**config.mk**
```make
export PLATFORM = sky130hd
export DESIGN_NAME = dispatch_ctrl
export DESIGN_NICKNAME = d
export VERILOG_FILES = /design/src/rtl/dispatch_ctrl.sv
export SDC_FILE = /design/constraint.sdc
export NUM_CORES = 1
export LEC_CHECK = 0
export BUFFER_PORTS_ARGS = -buffer_cell sky130_fd_sc_hd__buf_2
export CAP_MARGIN = 20
export CORE_ASPECT_RATIO = 1.1
export CORE_MARGIN = 4
export CORE_UTILIZATION = 55
export CTS_BUF_LIST = sky130_fd_sc_hd__clkbuf_16
export DETAILED_ROUTE_END_ITERATION = 6
export GPL_TIMING_DRIVEN = 0
export PLACE_DENSITY = 0.76
export SLEW_MARGIN = 20
export SYNTH_ARGS = -nofsm -noshare
export SYNTH_HDL_FRONTEND = slang
export SYNTH_SLANG_ARGS = --single-unit
```
**constraint.sdc**
```tcl
create_clock -name clk_in -period 4 [get_ports clk_in]
set_clock_uncertainty 0.2 [all_clocks]
set_input_delay 0.4 -clock clk_in [delete_from_list [all_inputs] [get_ports clk_in]]
set_output_delay 0.4 -clock clk_in [all_outputs]
set_load 0.01 [all_outputs]
```
**src/rtl/dispatch_ctrl.sv**
```systemverilog
// dispatch_ctrl: in-order dispatch scheduler; allocates ROB tags and routes to RS/LSB by credits.
// Optional statistics counters are enabled by defining DISPATCH_STAT_EN.
module dispatch_ctrl #(
  parameter int ROB_SIZE  = 16,
  parameter int ROB_TAG_W = 4,
  parameter int RS_SIZE   = 8,
  parameter int LSB_SIZE  = 8
) (
  input  logic                 clk_in,
  input  logic                 rst_in,
  input  logic                 rdy_in,
  input  logic                 clear,
  input  logic                 dec_valid,
  input  logic                 dec_is_mem,
  output logic                 dec_ready,
  input  logic                 rob_commit,
  input  logic                 rs_release,
  input  logic                 lsb_release,
  output logic                 disp_valid,
  output logic [ROB_TAG_W-1:0] disp_rob_tag,
  output logic                 disp_to_rs,
  output logic                 disp_to_lsb,
  output logic                 rob_full,
  output logic                 rs_full,
  output logic                 lsb_full
`ifdef DISPATCH_STAT_EN
  ,
  output logic [31:0]          stat_disp_cnt,
  output logic [31:0]          stat_stall_cnt
`endif
);

  localparam int ROB_CW = $clog2(ROB_SIZE + 1);
  localparam int RS_CW  = $clog2(RS_SIZE + 1);
  localparam int LSB_CW = $clog2(LSB_SIZE + 1);

  typedef enum logic [1:0] {RUN, STALL, FLUSH} state_t;

  state_t                state, state_nxt;
  logic [ROB_CW-1:0]     rob_cnt;
  logic [RS_CW-1:0]      rs_cnt;
  logic [LSB_CW-1:0]     lsb_cnt;
  logic [ROB_TAG_W-1:0]  rob_tail;
  logic                  accept;

  // Credit update: +1 on allocation, -1 on release, a release against an empty pool is dropped.
  function automatic logic [31:0] sat_credit(input logic [31:0] cnt, input logic inc,
                                             input logic rel);
    return cnt + 32'(inc) - 32'(rel && (cnt != 32'd0));
  endfunction

  assign rob_full  = (rob_cnt == ROB_CW'(ROB_SIZE));
  assign rs_full   = (rs_cnt  == RS_CW'(RS_SIZE));
  assign lsb_full  = (lsb_cnt == LSB_CW'(LSB_SIZE));

  assign dec_ready = rdy_in & ~rst_in & ~clear & (state != FLUSH) & ~rob_full &
                     (dec_is_mem ? ~lsb_full : ~rs_full);
  assign accept    = dec_valid & dec_ready;

  always_comb begin
    state_nxt = state;
    if (clear) begin
      state_nxt = FLUSH;
    end else begin
      case (state)
        RUN:     if (dec_valid && !dec_ready) state_nxt = STALL;
        STALL:   if (accept || !dec_valid)    state_nxt = RUN;
        FLUSH:   state_nxt = RUN;
        default: state_nxt = RUN;
      endcase
    end
  end

  always_ff @(posedge clk_in) begin
    if (rst_in) begin
      state        <= RUN;
      rob_cnt      <= '0;
      rs_cnt       <= '0;
      lsb_cnt      <= '0;
      rob_tail     <= '0;
      disp_valid   <= 1'b0;
      disp_to_rs   <= 1'b0;
      disp_to_lsb  <= 1'b0;
      disp_rob_tag <= '0;
    end else if (!rdy_in) begin
      disp_valid   <= 1'b0;
      disp_to_rs   <= 1'b0;
      disp_to_lsb  <= 1'b0;
    end else begin
      state <= state_nxt;
      if (clear) begin
        rob_cnt     <= '0;
        rs_cnt      <= '0;
        lsb_cnt     <= '0;
        rob_tail    <= '0;
        disp_valid  <= 1'b0;
        disp_to_rs  <= 1'b0;
        disp_to_lsb <= 1'b0;
      end else begin
        rob_cnt     <= ROB_CW'(sat_credit(32'(rob_cnt), accept, rob_commit));
        rs_cnt      <= RS_CW'(sat_credit(32'(rs_cnt), accept & ~dec_is_mem, rs_release));
        lsb_cnt     <= LSB_CW'(sat_credit(32'(lsb_cnt), accept & dec_is_mem, lsb_release));
        disp_valid  <= accept;
        disp_to_rs  <= accept & ~dec_is_mem;
        disp_to_lsb <= accept & dec_is_mem;
        if (accept) begin
          disp_rob_tag <= rob_tail;
          rob_tail     <= rob_tail + ROB_TAG_W'(1);
        end
      end
    end
  end

`ifdef DISPATCH_STAT_EN
  // Statistics survive a flush; only reset clears them.
  always_ff @(posedge clk_in) begin
    if (rst_in) begin
      stat_disp_cnt  <= '0;
      stat_stall_cnt <= '0;
    end else if (rdy_in) begin
      if (accept)         stat_disp_cnt  <= stat_disp_cnt + 32'd1;
      if (state == STALL) stat_stall_cnt <= stat_stall_cnt + 32'd1;
    end
  end
`endif

endmodule

```
* Word level (Yosys, flattened, before mapping) *
Index checks and enable logic that the tools add are counted.
W data, S select, Z words.

word-level totals
  flip-flop bits (word level) = 26
  latch bits = 0
  memory bits (writable) = 0
  memory bits (read-only) = 0
  bits of input ports = 9
  word-level logic and storage cells = 64
  memories kept = 0

operators by class
  add/subtract/negate cells = 7
  multipliers = 0
  div/mod/pow operators = 0
  $lt $le $gt $ge = 0
  eq/ne operators = 7
  shift-type cells = 0
  multiplexer cells = 10
  bitwise operators = 15
  reductions and logical operators = 16

operator list
  cell                   count
  $mux W4                4
  $add A4 B1 Y4          2
  $and A1 B1 Y1          8
  $eq A4 B4 Y1 const B   2
  $reduce_bool A4 Y1     2
  $sub A4 B1 Y4          2
  $not A1 Y1             7
  $mux W2                3
  $ne A3 B3 Y1 const B   2
  $reduce_and A3 Y1      2
  $add A5 B1 Y5          1
  $eq A5 B5 Y1 const B   1
  $mux W5                1
  $reduce_bool A5 Y1     1
  $sub A5 B1 Y5          1
  $add A4 B1 Y4 const B  1
  $logic_and A1 B1 Y1    4
  $pmux W2 S2            1
  $reduce_or A3 Y1       1
  $eq A2 B1 Y1 const B   1
  $logic_not A1 Y1       2
  $logic_not A2 Y1       1
  $ne A2 B2 Y1 const B   1
  $reduce_and A2 Y1      1
  3 further kinds        3

* Logic depth before layout (Yosys ltp) *
  depth in word-level cells = 11
  mapped depth = 16

* Least setup slack after synthesis *
Ideal clock, no wire load.

  path kind = register -> register
  start = reg rob_cnt[2]
  end = reg rob_cnt[4]
  library setup time = 0.132 ns
  data arrival time = 2.929 ns
  path slack = 0.738 ns
  stages on the path, launching flop included = 17
  buffers on the path = 0
  cells stage by stage = dfxtp_1 -> inv_1 -> ha_1 -> and4bb_2 -> nor3_4 -> and3_4 -> inv_1 -> ha_1 -> inv_1 -> ha_1 -> inv_1 -> fa_1 -> nand2b_1 -> a21oi_1 -> xnor2_1 -> mux2i_1 -> a21oi_1

on the way
  longest elaborated chain between the ends = 8
  elaborated cells between the ends (all ways) = 10
  those cells by class = 2 x add/sub; 1 x eq/ne; 1 x mux; 4 x bitwise; 2 x reduce/logical

ends and longest elaborated chain
  what                        RTL line  text
  start, declared             40        logic [ROB_CW-1:0] rob_cnt;
  start signal, assigned      100       rob_cnt <= ROB_CW'(sat_credit(32'(rob_cnt), accept, rob_commit));
  $eq A5 B5 Y1                52        assign rob_full = (rob_cnt == ROB_CW'(ROB_SIZE));
  net rob_full                23        output logic rob_full,
  $not A1 Y1                  56        assign dec_ready = rdy_in & ~rst_in & ~clear & (state != FLUSH) & ~rob_full &
  $and A1 B1 Y1 (2 in a row)  56
  $and A1 B1 Y1               58        assign accept = dec_valid & dec_ready;
  $add A5 B1 Y5               49        return cnt + 32'(inc) - 32'(rel && (cnt != 32'd0));
  $sub A5 B1 Y5               49
  $mux W5                     91        if (clear) begin

The timed path passes the listed nets, and every way through them passes these cells.
A chain may end at the register's enable or synchronous reset.

* Worst setup path after layout *
  start = reg rob_cnt[2]
  end = reg rob_cnt[4]

on the way
  longest elaborated chain between the ends = 8
  elaborated cells between the ends (all ways) = 10
  those cells by class = 2 x add/sub; 1 x eq/ne; 1 x mux; 4 x bitwise; 2 x reduce/logical

ends and longest elaborated chain
  what                        RTL line
  $eq A5 B5 Y1                52
  $not A1 Y1                  56
  $and A1 B1 Y1 (2 in a row)  56
  $and A1 B1 Y1               58
  $add A5 B1 Y5               49
  $sub A5 B1 Y5 (*)           49
  $mux W5 (*)                 91

Every way passes the cells marked *; elsewhere a longest branch is shown, timed or not.

==> metrics.md <==
| Metric | Value |
|---|---|
| First-iteration detailed-routing DRC count | 39 |
| Cell area after synthesis | 1590 µm² |
| Crit Path Max Fanout | 4 |
| FF+latch count, synth | 26 |
| IO Pins | 20 |
| Critical path's slowest cell | fa_1 |
| Die footprint | 3810 µm² |
| Total Routing Usage GR | 18.6% |
| Final setup violation count | 0 |
| Max Cap Violations | 0 |
| Worst skew pair latency | 0.26 ns |
| Vias | 1236 |
| Final antenna-violating net count | 0 |
| DIE WIDTH | 59.2 µm |
| Leakage power total | 0.808 nW |
| Final net count | 226 |
| Largest stage delay, worst path | 0.38 ns |
| Post-Syn Area per Cell | 9.23 µm² |
| Post-synthesis net count | 203 |
| Crit end category | flop |
| Placed cell areas | 1720 µm² |
| Worst slew pin tran | 0.503 ns |
| Final instance area | 1820 µm² |
| Setup slack, reg-to-reg | 0.44 ns |
| Die height | 64.4 µm |
| PD cells | 356 nW/µm² |
| WP data arrival | 3.49 ns |
| Fmax | 281 MHz |
| Aggregate global routing overflow | 0 |
| Crit share post-route | 89.1% |
| Max clock buf depth | 2 |
| Warnings, synthesis | 0 |
| CTS tree | done |
| Worst Setup SP | rob_cnt[2]$_SDFFE_PP0P_ |
| Worst-path cell chain | inv_1 -> ha_1 -> and4bb_2 -> nor3_4 -> and3_4 -> inv_1 -> ha_1 -> inv_1 -> ha_1 -> inv_1 -> fa_1 -> nand2b_1 -> a21oi_1 -> xnor2_1 -> mux2i_1 -> a21oi_1 |
| Setup_tns | 0 ns |
| Port buffer count | 18 |
| Routed wire per std cell | 13.7 µm |
| Clock slew at reported path FFs | 0.07 ns |
| Peak VDD IR | 284 µV |
| Num CTS Buffers | 3 |
| Post-synthesis instance total | 172 |
| CP Class | flop to flop |
| RSZ-0062 raised after global routing | no |
| Root Buffer | clkbuf_16 |
| Sink Count | 26 |
| Worst Hold Class | input pin to flop |
| CTS resizes | 0 |
| DPL Wire Length | 2410 µm |
| Share of layout cells above drive strength 1 | 14.9% |
| Largest net degree at the start of global routing | 16 |
| Status | completed |
| Worst flop-to-flop path startpoint | rob_cnt[2]$_SDFFE_PP0P_ |
| Distinct cells, synth | 34 |
| Worst setup SP type | flop |
| DRC | 0 |
| Post-synthesis sequential area ratio | 32.8% |
| # hold bufs at CTS | 0 |
| CP required | 3.93 ns |
| RD Place Congestion | 0.848 |
| CP delay by family, top | adder cells |
| Vias in the first global route | 1341 |
| Core Footprint | 2780 µm² |
| DR vias/cell | 5.44 |
| First-pass GRT wire length | 5460 µm |
| Pre-Repair DR Iteration Count | 4 |
| Post-CTS setup buffers | 0 |
| Layout area overhead | 14.9% |
| Pins Over Slew Limit | 0 |
| Period minus WS final | 3.56 ns |
| WL final | 3110 µm |
| Final hold violation count | 0 |
| Antenna Cells | 0 |
| H-tree levels | 1 |
| Most used cell, CP | inv_1 |
| Site Rows | 20 |
| Slew HR | 66.5% |
| Initial Util | 57.2% |
| Initial antenna violation count | 0 |
| Hold Crit Start | rst_in |
| Bufs and invs on worst path | 4 |
[final cells by class]
class / instances / area [µm²]
Tap cell: 33 / 41.3
Clock inverter: 1 / 30.0
Inverter: 23 / 86.3
Buffer: 7 / 50.0
Clock buffer: 3 / 75.1
Multi-Input combinational cell: 116 / 931
Sequential cell: 26 / 520
Timing Repair Buffer: 18 / 90.1
Fill cell: 229 / 953
[per-stage QoR]
stage	power, mW	hold WS [ns]	utilization [%]	instances	worst slack [ns]
final	0.650	0.151	65.7	227	0.437
after global routing	0.680	0.147	65.7	227	0.230
after CTS	0.656	0.147	65.7	227	0.440
after detailed placement	0.367	0.279	61.9	223	0.425
after global placement	0.362	0.270	61.9	223	0.471
after floorplan	0.343	0.255	-	172	0.738
[power breakdown]
| part | switching [mW] | internal [mW] | total [mW] |
|---|---|---|---|
| clock network | 0.0897 | 0.199 | 0.289 |
| logic | 0.0475 | 0.0432 | 0.0907 |
| registers | 0.00501 | 0.265 | 0.270 |
| total | 0.142 | 0.507 | 0.650 |
[registers in the layout, summed over array words and instances (netlist names)]
signal / count
disp_to_rs: 1
disp_to_lsb: 1
state: 2
disp_rob_tag: 4
rs_cnt: 4
lsb_cnt: 4
disp_valid: 1
rob_tail: 4
rob_cnt: 5
[cells in the mapped netlist]
master     number  area (µm²)
o41ai_1         1        8.76
xor2_1          3        26.3
buf_12          1        20.0
o32ai_1         3        26.3
and3_4          1        11.3
nor2b_1         8        50.1
nand3_1         3        15.0
nor3_4          1        16.3
a21boi_0        2        15.0
mux2i_1         7        70.1
a21o_1          3        22.5
nand2b_1        6        37.5
and4bb_2        1        12.5
nor3_1          2        10.0
o211a_1         1        10.0
xnor2_1         5        43.8
buf_6           1        11.3
nand3b_1        1        7.51
fa_1            3        60.1
o41a_1          1        11.3
nand2_1         2        7.51
or3b_4          1        11.3
ha_1           19         238
nor3b_1         2        15.0
dfxtp_1        26         521
inv_1          23        86.3
and2_1          2        12.5
a21oi_1        12        60.1
nand2_2         1        6.26
a2bb2oi_1       5        43.8
nor2_1         18        67.6
clkbuf_1        5        18.8
a31oi_1         1        6.26
a2111oi_0       1        8.76
[kinds of logic (layout without fill, tap and decap cells)]
| logic type | Yosys count | after routing | synth area share (%) |
|---|---|---|---|
| adder cells (fa/ha/maj) | 22 | 22 | 18.8 |
| AO/OA/AOI/OAI | 30 | 30 | 13.4 |
| buffers and inverters | 30 | 52 | 8.59 |
| flip-flops | 26 | 26 | 32.8 |
| AND/OR/NAND/NOR | 49 | 49 | 17.7 |
| multiplexers | 7 | 7 | 4.41 |
| XOR/XNOR | 8 | 8 | 4.41 |
[path summary, 6_finish.rpt]
check,depth (start not counted),to
worst max-delay path,16,rob_cnt[4]$_SDFFE_PP0P_
worst min-delay path,2,rob_tail[1]$_SDFFE_PP0P_
worst max register to register,16,rob_cnt[4]$_SDFFE_PP0P_
worst min register to register,2,disp_rob_tag[3]$_SDFFE_PP0P_
[worst reg2reg max path, delay by kind of cell, from the launching register on]
kind	cells	cell delay, ns
fa+ha+maj	4	1.07
simple gates	4	0.88
flops	1	0.36
buf+inv	4	0.32
compound gates	2	0.25
mux	1	0.20
xor+xnor	1	0.16
[layout by cell type (no fill, tap or decap), types with 2 or more instances in the layout]
cell / netlist / routed
xnor2_1: 5 / 5
a2bb2oi_1: 5 / 5
a21o_1: 3 / 3
xor2_1: 3 / 3
fa_1: 3 / 3
inv_1: 23 / 23
nor2b_1: 8 / 8
nand2_1: 2 / 2
a21boi_0: 2 / 2
ha_1: 19 / 19
nor3_1: 2 / 2
clkbuf_1: 5 / 5
clkbuf_16: 0 / 3
nand3_1: 3 / 3
nand2b_1: 6 / 6
nor3b_1: 2 / 2
nor2_1: 18 / 18
a21oi_1: 12 / 12
dfxtp_1: 26 / 26
mux2i_1: 7 / 7
and2_1: 2 / 2
buf_2: 0 / 18
o32ai_1: 3 / 3
[layer usage]
layer / track usage [%] / vias to the layer above / routed length [µm]
met4: 9.35 / 0 / 82
li1: - / 620 / -
met5: 0 / - / 0
met3: 2.42 / 10 / 91
met1: 21.5 / 580 / 1390
met2: 32.4 / 26 / 1540
Power figures use the tool's default switching activity.
